<file path="config.mk">
export PLATFORM = sky130hd
export DESIGN_NAME = sipo_deserializer_flat
export DESIGN_NICKNAME = d
export VERILOG_FILES = /design/src/rtl/sipo_deserializer_if.sv /design/src/rtl/sipo_deserializer.sv /design/src/flat_wrapper.sv
export SDC_FILE = /design/constraint.sdc
export NUM_CORES = 1
export LEC_CHECK = 0
export ABC_AREA = 1
export BUFFER_PORTS_ARGS = -buffer_cell sky130_fd_sc_hd__buf_4
export CAP_MARGIN = 20
export CORE_AREA = 3 3 40 42
export CTS_BUF_LIST = sky130_fd_sc_hd__clkbuf_16
export DETAILED_ROUTE_END_ITERATION = 8
export DIE_AREA = 0 0 43 45
export PLACE_DENSITY = 0.71
export SYNTH_ARGS = -nofsm -noshare
export SYNTH_HDL_FRONTEND = slang
export SYNTH_SLANG_ARGS = --single-unit
</file>
<file path="constraint.sdc">
create_clock -name i_clk -period 1.3 [get_ports i_clk]
set_clock_uncertainty 0.15 [all_clocks]
set_input_delay 0.26 -clock i_clk [delete_from_list [all_inputs] [get_ports i_clk]]
set_output_delay 0.26 -clock i_clk [all_outputs]
set_load 0.1 [all_outputs]
</file>
<file path="src/rtl/sipo_deserializer_if.sv">
// Serial-in / parallel-out handshake bundle: serial source on one side, word consumer on the other.
// The master modport is the environment side; the deserializer uses the slave modport.
interface sipo_deserializer_if #(
    parameter int WIDTH = 4
);
    logic             sin;
    logic             sin_valid;
    logic             sin_ready;
    logic [WIDTH-1:0] dout;
    logic             dout_valid;
    logic             dout_ready;
    logic             busy;

    modport master (
        output sin, sin_valid, dout_ready,
        input  sin_ready, dout, dout_valid, busy
    );

    modport slave (
        input  sin, sin_valid, dout_ready,
        output sin_ready, dout, dout_valid, busy
    );
endinterface

</file>
<file path="src/rtl/sipo_deserializer.sv">
// Assembles a 1-bit serial stream into WIDTH-bit words with valid/ready on both sides.
// A completed word that finds the output slot occupied is parked in the shift register (STALL).
//
// state     | meaning
// S_COLLECT | accepting serial bits, sin_ready=1
// S_STALL   | full word parked in r_sr waiting for the output slot, sin_ready=0
module sipo_deserializer #(
    parameter int WIDTH     = 4,
    parameter bit MSB_FIRST = 1'b1
) (
    input  logic                  i_clk,
    input  logic                  i_rst_n,
    input  logic                  i_clr,
    sipo_deserializer_if.slave    bus
);

    localparam int            CW       = (WIDTH > 2) ? $clog2(WIDTH) : 1;
    localparam logic [CW-1:0] CNT_LAST = CW'(WIDTH - 1);

    typedef enum logic {
        S_COLLECT = 1'b0,
        S_STALL   = 1'b1
    } state_t;

    state_t           r_state;
    state_t           w_state_next;
    logic [WIDTH-1:0] r_sr;
    logic [CW-1:0]    r_cnt;
    logic [WIDTH-1:0] r_dout;
    logic             r_dout_valid;

    logic             w_accept;
    logic             w_consume;
    logic             w_last;
    logic             w_slot_free;
    logic [WIDTH-1:0] w_sr_next;

    assign w_accept    = bus.sin_valid && (r_state == S_COLLECT);
    assign w_consume   = r_dout_valid && bus.dout_ready;
    assign w_last      = w_accept && (r_cnt == CNT_LAST);
    assign w_slot_free = !r_dout_valid || bus.dout_ready;
    assign w_sr_next   = MSB_FIRST ? {r_sr[WIDTH-2:0], bus.sin} : {bus.sin, r_sr[WIDTH-1:1]};

    always_ff @(posedge i_clk or negedge i_rst_n) begin
        if (!i_rst_n) begin
            r_state <= S_COLLECT;
        end else begin
            r_state <= w_state_next;
        end
    end

    always_comb begin
        w_state_next = r_state;
        if (i_clr) begin
            w_state_next = S_COLLECT;
        end else begin
            case (r_state)
                S_COLLECT: if (w_last && !w_slot_free) w_state_next = S_STALL;
                S_STALL:   if (w_consume)              w_state_next = S_COLLECT;
                default:                               w_state_next = S_COLLECT;
            endcase
        end
    end

    always_comb begin
        bus.sin_ready = (r_state == S_COLLECT);
        bus.busy      = (r_cnt != '0) || (r_state == S_STALL);
    end

    // A parked word in r_sr is only released into r_dout on a consume while stalled.
    always_ff @(posedge i_clk or negedge i_rst_n) begin
        if (!i_rst_n) begin
            r_sr         <= '0;
            r_cnt        <= '0;
            r_dout       <= '0;
            r_dout_valid <= 1'b0;
        end else if (i_clr) begin
            r_sr         <= '0;
            r_cnt        <= '0;
            r_dout       <= '0;
            r_dout_valid <= 1'b0;
        end else begin
            if (w_accept) begin
                r_sr  <= w_sr_next;
                r_cnt <= w_last ? '0 : r_cnt + CW'(1);
            end
            if (w_last && w_slot_free) begin
                r_dout       <= w_sr_next;
                r_dout_valid <= 1'b1;
            end else if ((r_state == S_STALL) && w_consume) begin
                r_dout       <= r_sr;
                r_dout_valid <= 1'b1;
            end else if (w_consume) begin
                r_dout_valid <= 1'b0;
            end
        end
    end

    assign bus.dout       = r_dout;
    assign bus.dout_valid = r_dout_valid;

endmodule

</file>
<file path="src/flat_wrapper.sv">
// flat-port wrapper written by rule: the top's interface ports become plain ports
module sipo_deserializer_flat 
#(
    parameter int WIDTH     = 4,
    parameter bit MSB_FIRST = 1'b1
)
  (i_clk, i_rst_n, i_clr, bus_sin, bus_sin_valid, bus_dout_ready, bus_sin_ready, bus_dout, bus_dout_valid, bus_busy);
  sipo_deserializer_if #(.WIDTH(WIDTH)) bus_i ();
  input  logic i_clk;
  input  logic i_rst_n;
  input  logic i_clr;
  input wire logic [$bits(bus_i.sin)-1:0] bus_sin;
  input wire logic [$bits(bus_i.sin_valid)-1:0] bus_sin_valid;
  input wire logic [$bits(bus_i.dout_ready)-1:0] bus_dout_ready;
  output wire logic [$bits(bus_i.sin_ready)-1:0] bus_sin_ready;
  output wire logic [$bits(bus_i.dout)-1:0] bus_dout;
  output wire logic [$bits(bus_i.dout_valid)-1:0] bus_dout_valid;
  output wire logic [$bits(bus_i.busy)-1:0] bus_busy;
  assign bus_i.sin = bus_sin;
  assign bus_i.sin_valid = bus_sin_valid;
  assign bus_i.dout_ready = bus_dout_ready;
  assign bus_sin_ready = bus_i.sin_ready;
  assign bus_dout = bus_i.dout;
  assign bus_dout_valid = bus_i.dout_valid;
  assign bus_busy = bus_i.busy;
  sipo_deserializer #(.WIDTH(WIDTH), .MSB_FIRST(MSB_FIRST)) u_core (.i_clk(i_clk), .i_rst_n(i_rst_n), .i_clr(i_clr), .bus(bus_i));
endmodule
</file>
==> results of run 1 <==
Yosys cell counts, drive strengths merged:
cell type / instances
a31oi: 1
a21oi: 3
nand3: 12
o21ai: 4
nand2: 25
o31ai: 2
dfrtp: 12
nand4: 1
nor2: 2
inv: 9
ha: 2
per-layer routing:
| metal | track usage | part of all wire | up-vias |
|---|---|---|---|
| met5 | 0 | 0 | - |
| met4 | 0.0723 | 0.015 | 0 |
| met3 | 0.0478 | 0.058 | 5 |
| met2 | 0.320 | 0.49 | 20 |
| met1 | 0.247 | 0.43 | 302 |
| li1 | - | - | 296 |
cells by family (layout without fill, tap and decap cells):
group	after synthesis	in the layout	synth area share
compound gates	10	10	0.124
simple gates	40	40	0.311
fa+ha+maj	2	2	0.0394
buf+inv	9	36	0.0531
flops	12	12	0.472
through the flow:
step	setup TNS, ps	cell area, sq um	setup slack (ps)
2_1_floorplan	-350	689	-70.9
3_3_place_gp	-50.4	828	-44.1
3_5_place_dp	-160	828	-67.4
4_1_cts	-934	1010	-161
5_1_grt	-1280	1050	-193
6_report	-806	1050	-163
registers in the layout (all words and copies together), names as in the netlist:
name,flops
u_core.bus.dout,4
u_core.bus.dout_valid,1
u_core.r_cnt,2
u_core.r_sr,4
u_core.r_state,1
placed cells by master (no fill, tap or decap), drive strengths merged:
cell         synthesis  final
inv                  9     10
dfrtp               12     12
ha                   2      2
o21ai                4      4
nand3               12     12
nand4                1      1
a31oi                1      1
nor2                 2      2
a21oi                3      3
buf                  0     22
dlygate4sd3          0      1
nand2               25     25
o31ai                2      2
clkbuf               0      3
repair_timing:
action | CTS | global route
endpoints found under the hold margin | 12 | 0
buffers inserted | 3 | 3
cloned | 0 | 0
endpoints found under the setup margin | 8 | 16
gates resized for setup | 18 | 4
pin swaps | 5 | 3
hold buffers | 1 | 0
final cells by class:
cell class | instances | area [sq um] | share of cell area
Tap cell | 15 | 18.8 | 0.0179
Inverter | 9 | 41.3 | 0.0394
Clock buffer | 3 | 75.1 | 0.0716
Clock inverter | 1 | 3.75 | 0.00358
Multi-Input combinational cell | 52 | 393 | 0.375
Timing Repair Buffer | 23 | 211 | 0.202
Sequential cell | 12 | 305 | 0.291
where the power goes:
group | leakage [nW] | internal [mW] | switching [mW]
sequential | 0.162 | 0.384 | 0.00816
combinational | 0.290 | 0.0818 | 0.114
clock | 0.0423 | 0.405 | 0.161
total | 0.494 | 0.871 | 0.283
path summary, 6_finish.rpt:
check                              startpoint                     to  slack, ps  depth (start not counted)
min in group asynchronous             i_rst_n        u_core.r_cnt[1]        250                          2
setup / recovery              u_core.r_cnt[0]               bus_busy       -160                          4
hold reg to reg            u_core.bus.dout[1]     u_core.bus.dout[1]        330                          2
setup reg to reg              u_core.r_cnt[1]     u_core.bus.dout[3]       -140                          8
hold / removal                          i_clr  u_core.bus.dout_valid         80                          2
max in group asynchronous             i_rst_n  u_core.bus.dout_valid        580                          2
==> run_results.csv, run 1 <==
group,metric,value,unit
placement,hpwl,1020,microns
setup_path,arrival,1050,ps
sta,maxSlewHeadroom,0.816,
setup_path,cpPeakStageDelay,380,ps
grt,antenna_found_initial,0,
route,drc_errors,0,
setup_path,path_buf_inv,2,
layout,diodes,0,
route,finalWirelength,1720,microns
clock_network,numCtsBuffers,3,
synthesis,synth_top_area_frac,0.472,
layout,layout.nets,109,
die,dieArea,1940,sq um
synthesis,synth_nets,81,
layout,final_core_util,0.816,
synthesis,netlist_instances,73,
die,row_count,13,
sta,rsz0062_at_grt,"yes",
synthesis,avgSynthCellArea,8.71,sq um
die,start_util,0.495,
placement,place.detailed.instances,104,
synthesis,synth_seq_area_share,0.472,
pwr,peakVddDrop,0.000958,V
pwr,p_total,1.15,mW
placement,gp_congestion,0.794,
placement,numPortBuffers,12,
layout,syn_to_final_growth,65.0,%
sta,holdWs,81.5,ps
setup_path,cp-end-kind,"output port",
job,drv_cap,0,
die,die_h,45,microns
route,ant_nets,0,
sta,final.period_utilization,1.13,
grt,grt_pass1_vias,589,
clock_network,cts_tree,"built",
setup_path,path_cells,"inv_2 > ha_4 > nand2_4 > buf_12",
setup_path,crit_path_top_delay_cell,"dfrtp_1",
sta,fin_crit,1460,ps
clock_network,clock_latency,240,ps
pwr,power.leakage,0.494,nW
sta,hold_viol,0,
layout,layoutNonFillerInstCount,115,
synthesis,yosys_warnings,0,
synthesis,synth_seq_cells,12,
clock_network,cts_buffer_depth,2,
grt,grt-ovfl-total,0,
status,violations,"negative setup slack",
synthesis,netlist_area,636,sq um
synthesis,synth_area_leaders,"dfrtp_1 (47%), nand2_1 (14%), nand3_1 (8.7%), a21oi_4 (5.1%), inv_1 (4.7%)",
grt,grt_max_degree,13,
sta,worstMarginPinSlew,278,ps
die,ios,13,
pwr,power_density,1100,nW/um^2
route,dr.pass1.iters,4,
grt,track_usage,0.194,
setup_path,startpoint_type,"flop",
clock_network,clockRootBuffer,"clkbuf_16",
sta,slew_viol_final,0,
synthesis,synth_cell_types,16,
route,wl_per_cell,14.9,microns
sta,timing.fmax,683,MHz
synthesis,synth_top_area_cell,"dfrtp_1",
grt,grt_first_pass_wirelength,2740,microns
min_path,hold_path.class,"input pin to flop",
layout,drive_above_1_share,0.480,
layout,fill_cells,66,
die,die_w,43,microns
status,outcome,"finished, violations left",
die,core,1280,sq um
setup_path,worstSetupPathType,"flop to output port",
sta,worst_slack,-163,ps
setup_path,crit_fanout,2,
sta,finalSetupViolCount,9,
setup_path,cp_data_required_time,890,ps
route,avgViaCountPerCell,5.42,
route,drt_iter0_markers,18,
clock_network,clk_pin_slew,40,ps
setup_path,cpLargestDelayFamily,"flip-flops",
clock_network,cts.htree.levels,1,
route,vias,623,
clock_network,cts.sinks,12,
Power figures use the tool's default switching activity.
==> run 2, diff against run 1 <==
ABC_AREA = default   (was 1)
CELL_PAD_IN_SITES_DETAIL_PLACEMENT = 0   (was default)
CELL_PAD_IN_SITES_GLOBAL_PLACEMENT = 2   (was default)
CORE_AREA = default   (was 3 3 40 42)
CORE_MARGIN = 3   (was default)
CORE_UTILIZATION = 31   (was default)
DIE_AREA = default   (was 0 0 43 45)
PLACE_DENSITY = default   (was 0.71)
PLACE_DENSITY_LB_ADDON = 0.1   (was default)
==> run 2 against run 1 <==
  * Combinational power fell by 9%
  * Wire length rose by 0.93%
  * Largest power group unchanged
  * Cell area rose by 6.3%
  * Sequential power barely moved
  * Global-route usage fell by 4.8 points
  * Synthesized cell count fell by 5.5%
  * Critical path depth did not move
  * The flow still finishes with violations (negative setup slack)
  * Clock power rose by 2%
==> run_results.csv, run 2 <==
group,metric,value,unit
layout,final_core_util,0.557,
die,die_w,52.3,microns
die,dieArea,2730,sq um
clock_network,clockRootBuffer,"clkbuf_16",
synthesis,yosysMostFrequentCell,"nand2_1",
synthesis,synth_top_flop_cell,"dfrtp_1",
pwr,switching_share,0.251,
die,ios,13,
status,outcome,"finished, violations left",
sta,worstMarginPinSlew,371,ps
min_path,whs_path_depth,3,
route,dr.pass1.iters,4,
clock_network,cts_buffer_depth,2,
sta,hold_viol,0,
sta,fin_crit,1520,ps
placement,gp_congestion,0.763,
clock_network,clock_latency,240,ps
pwr,p_int,861,uW
setup_path,worstSetupPathType,"flop to output port",
sta,rsz0062_at_grt,"yes",
sta,finalSetupViolCount,8,
status,violations,"negative setup slack",
synthesis,synth_seq_area_share,0.452,
grt,grt_first_pass_wirelength,2750,microns
sta,maxSlewHeadroom,0.751,
grt,antenna_found_initial,0,
job,drv_cap,0,
synthesis,synth-edff-count,0,
setup_path,path_cells,"inv_1 > ha_2 > nand2_4 > buf_12",
setup_path,startpoint_type,"flop",
synthesis,ys_top_cells_by_count,"nand2_1 (13), dfrtp_1 (12), inv_1 (7)",
synthesis,synth_cell_types,21,
route,avgViaCountPerCell,4.83,
layout,diodes,0,
setup_path,path_buf_inv,2,
pwr,p_sw,289,uW
setup_path,cpLargestDelayFamily,"flip-flops",
route,finalWirelength,1730,microns
pwr,power_density,1030,nW/um^2
route,vias,599,
grt,grt-ovfl-total,0,
sta,slew_viol_final,0,
setup_path,reg2regPathDepth,5,
setup_path,crit_fanout,4,
grt,track_usage,0.145,
pwr,power.leakage,0.472,nW
pwr,p_total,1.15,mW
grt,grt_pass1_vias,579,
setup_path,r2r_end,"u_core.bus.dout[3]",
synthesis,synth_seq_cells,12,
pwr,comb_power_share,0.156,
clock_network,numCtsBuffers,3,
clock_network,cts.htree.levels,1,
route,ant_nets,0,
die,die_h,52.3,microns
layout,most-common-layout-cells,"buf_4 (15), nand2_1 (12), inv_1 (8)",
setup_path,cp.depth,4,
die,start_util,0.332,
placement,numPortBuffers,12,
sta,final.setup.tns,-1040,ps
clock_network,clk_pin_slew,50,ps
clock_network,cts_tree,"built",
setup_path,r2r_slack,-160,ps
route,drc_errors,0,
sta,worst_slack,-223,ps
synthesis,synth_nets,77,
synthesis,netlist_area,664,sq um
pwr,peakVddDrop,0.000501,V
layout,layoutNonFillerInstCount,124,
die,row_count,16,
synthesis,yosys_warnings,0,
layout,syn_to_final_growth,67.8,%
grt,grt_max_degree,13,
placement,hpwl,1160,microns
sta,timing.fmax,656,MHz
clock_network,cts.sinks,12,
layout,regArea,310,sq um
sta,final.period_utilization,1.17,
min_path,hold_path.class,"input pin to flop",
synthesis,avgSynthCellArea,9.63,sq um
synthesis,synth_top_area_cell,"dfrtp_1",
setup_path,crit_path_top_delay_cell,"dfrtp_1",
layout,layout.nets,106,
placement,place.detailed.instances,115,
setup_path,critPathLaunch,"u_core.r_cnt[0]",
setup_path,arrival,1110,ps
pwr,pwr-share-clk,0.500,
synthesis,synth_top_area_frac,0.452,
synthesis,synth_area_leaders,"dfrtp_1 (45%), a2111oi_2 (9.0%), nand2_1 (7.3%), a21oi_1 (4.5%), a211oi_1 (4.5%)",
pwr,power_frac_seq,0.344,
setup_path,cpPeakStageDelay,400,ps
route,drt_iter0_markers,7,
synthesis,netlist_instances,69,
setup_path,cp_data_required_time,890,ps
setup_path,cp-end-kind,"output port",
die,core,2000,sq um
layout,final_common_cell,"buf_4",
layout,fill_cells,184,
layout,multi_input_area,398,sq um
synthesis,async_flop_share,1.00,
setup_path,r2r-start,"u_core.r_cnt[0]",
layout,drive_above_1_share,0.546,
route,wl_per_cell,14.0,microns
setup_path,crit_end,"bus_busy",
-- run 2: timing repair --
action	in CTS	in global routing
hold buffers	1	0
setup buffers	2	3
setup endpoints to repair	11	11
gates resized for setup	17	9
endpoints found under the hold margin	12	0
pin swaps	3	6
-- run 2: per-layer routing --
layer	share of wire	GRT usage
met1	0.44	0.171
met2	0.50	0.217
met3	0.035	0.0513
met4	0.021	0.102
met5	0	0
-- run 2: layout make-up --
class	count	share of cell area
clock inverter	1	0.00337
timing repair buffer	25	0.232
clock buffer	3	0.0673
tap	27	0.0303
multi-input combinational	48	0.357
sequential	12	0.278
inverter	8	0.0314
-- run 2: how the worst min path moves through the flow --
stage	end	start
after detailed placement	u_core.r_state	i_rst_n
after global placement	u_core.bus.dout_valid	i_rst_n
after global routing	u_core.r_state	bus_dout_ready
after CTS	u_core.r_sr[0]	bus_sin
after floorplan	u_core.bus.dout[0]	i_rst_n
final	u_core.r_sr[0]	bus_sin
-- run 2: tightest hold or removal path: stages --
cell and delay (ps):
buf_4 120, nand2_1 50, a21oi_1 60
-- run 2: power by group through the flow --
stage               Combinational [mW]  Clock (mW)  Sequential, mW
finish                           0.179       0.575           0.395
global route                     0.192       0.602           0.397
CTS                              0.174       0.583           0.395
detailed placement               0.152           0           0.400
global placement                 0.154           0           0.400
floorplan                       0.0763           0           0.417
-- run 2: cell families after synthesis --
| family | Yosys count | share of synthesized area |
|---|---|---|
| fa+ha+maj | 2 | 0.0377 |
| compound gates | 17 | 0.224 |
| buf+inv | 9 | 0.0508 |
| flops | 12 | 0.452 |
| simple gates | 28 | 0.220 |
| mux | 1 | 0.0151 |
-- run 2: metrics by stage --
| step | setup WS (ps) | hold WS [ps] | instance area [sq um] |
|---|---|---|---|
| floorplan | -278 | -186 | 686 |
| global placement | -155 | -41.5 | 866 |
| detailed placement | -174 | -38.7 | 866 |
| CTS | -225 | 137 | 1040 |
| global route | -262 | 148 | 1110 |
| finish | -223 | 134 | 1110 |
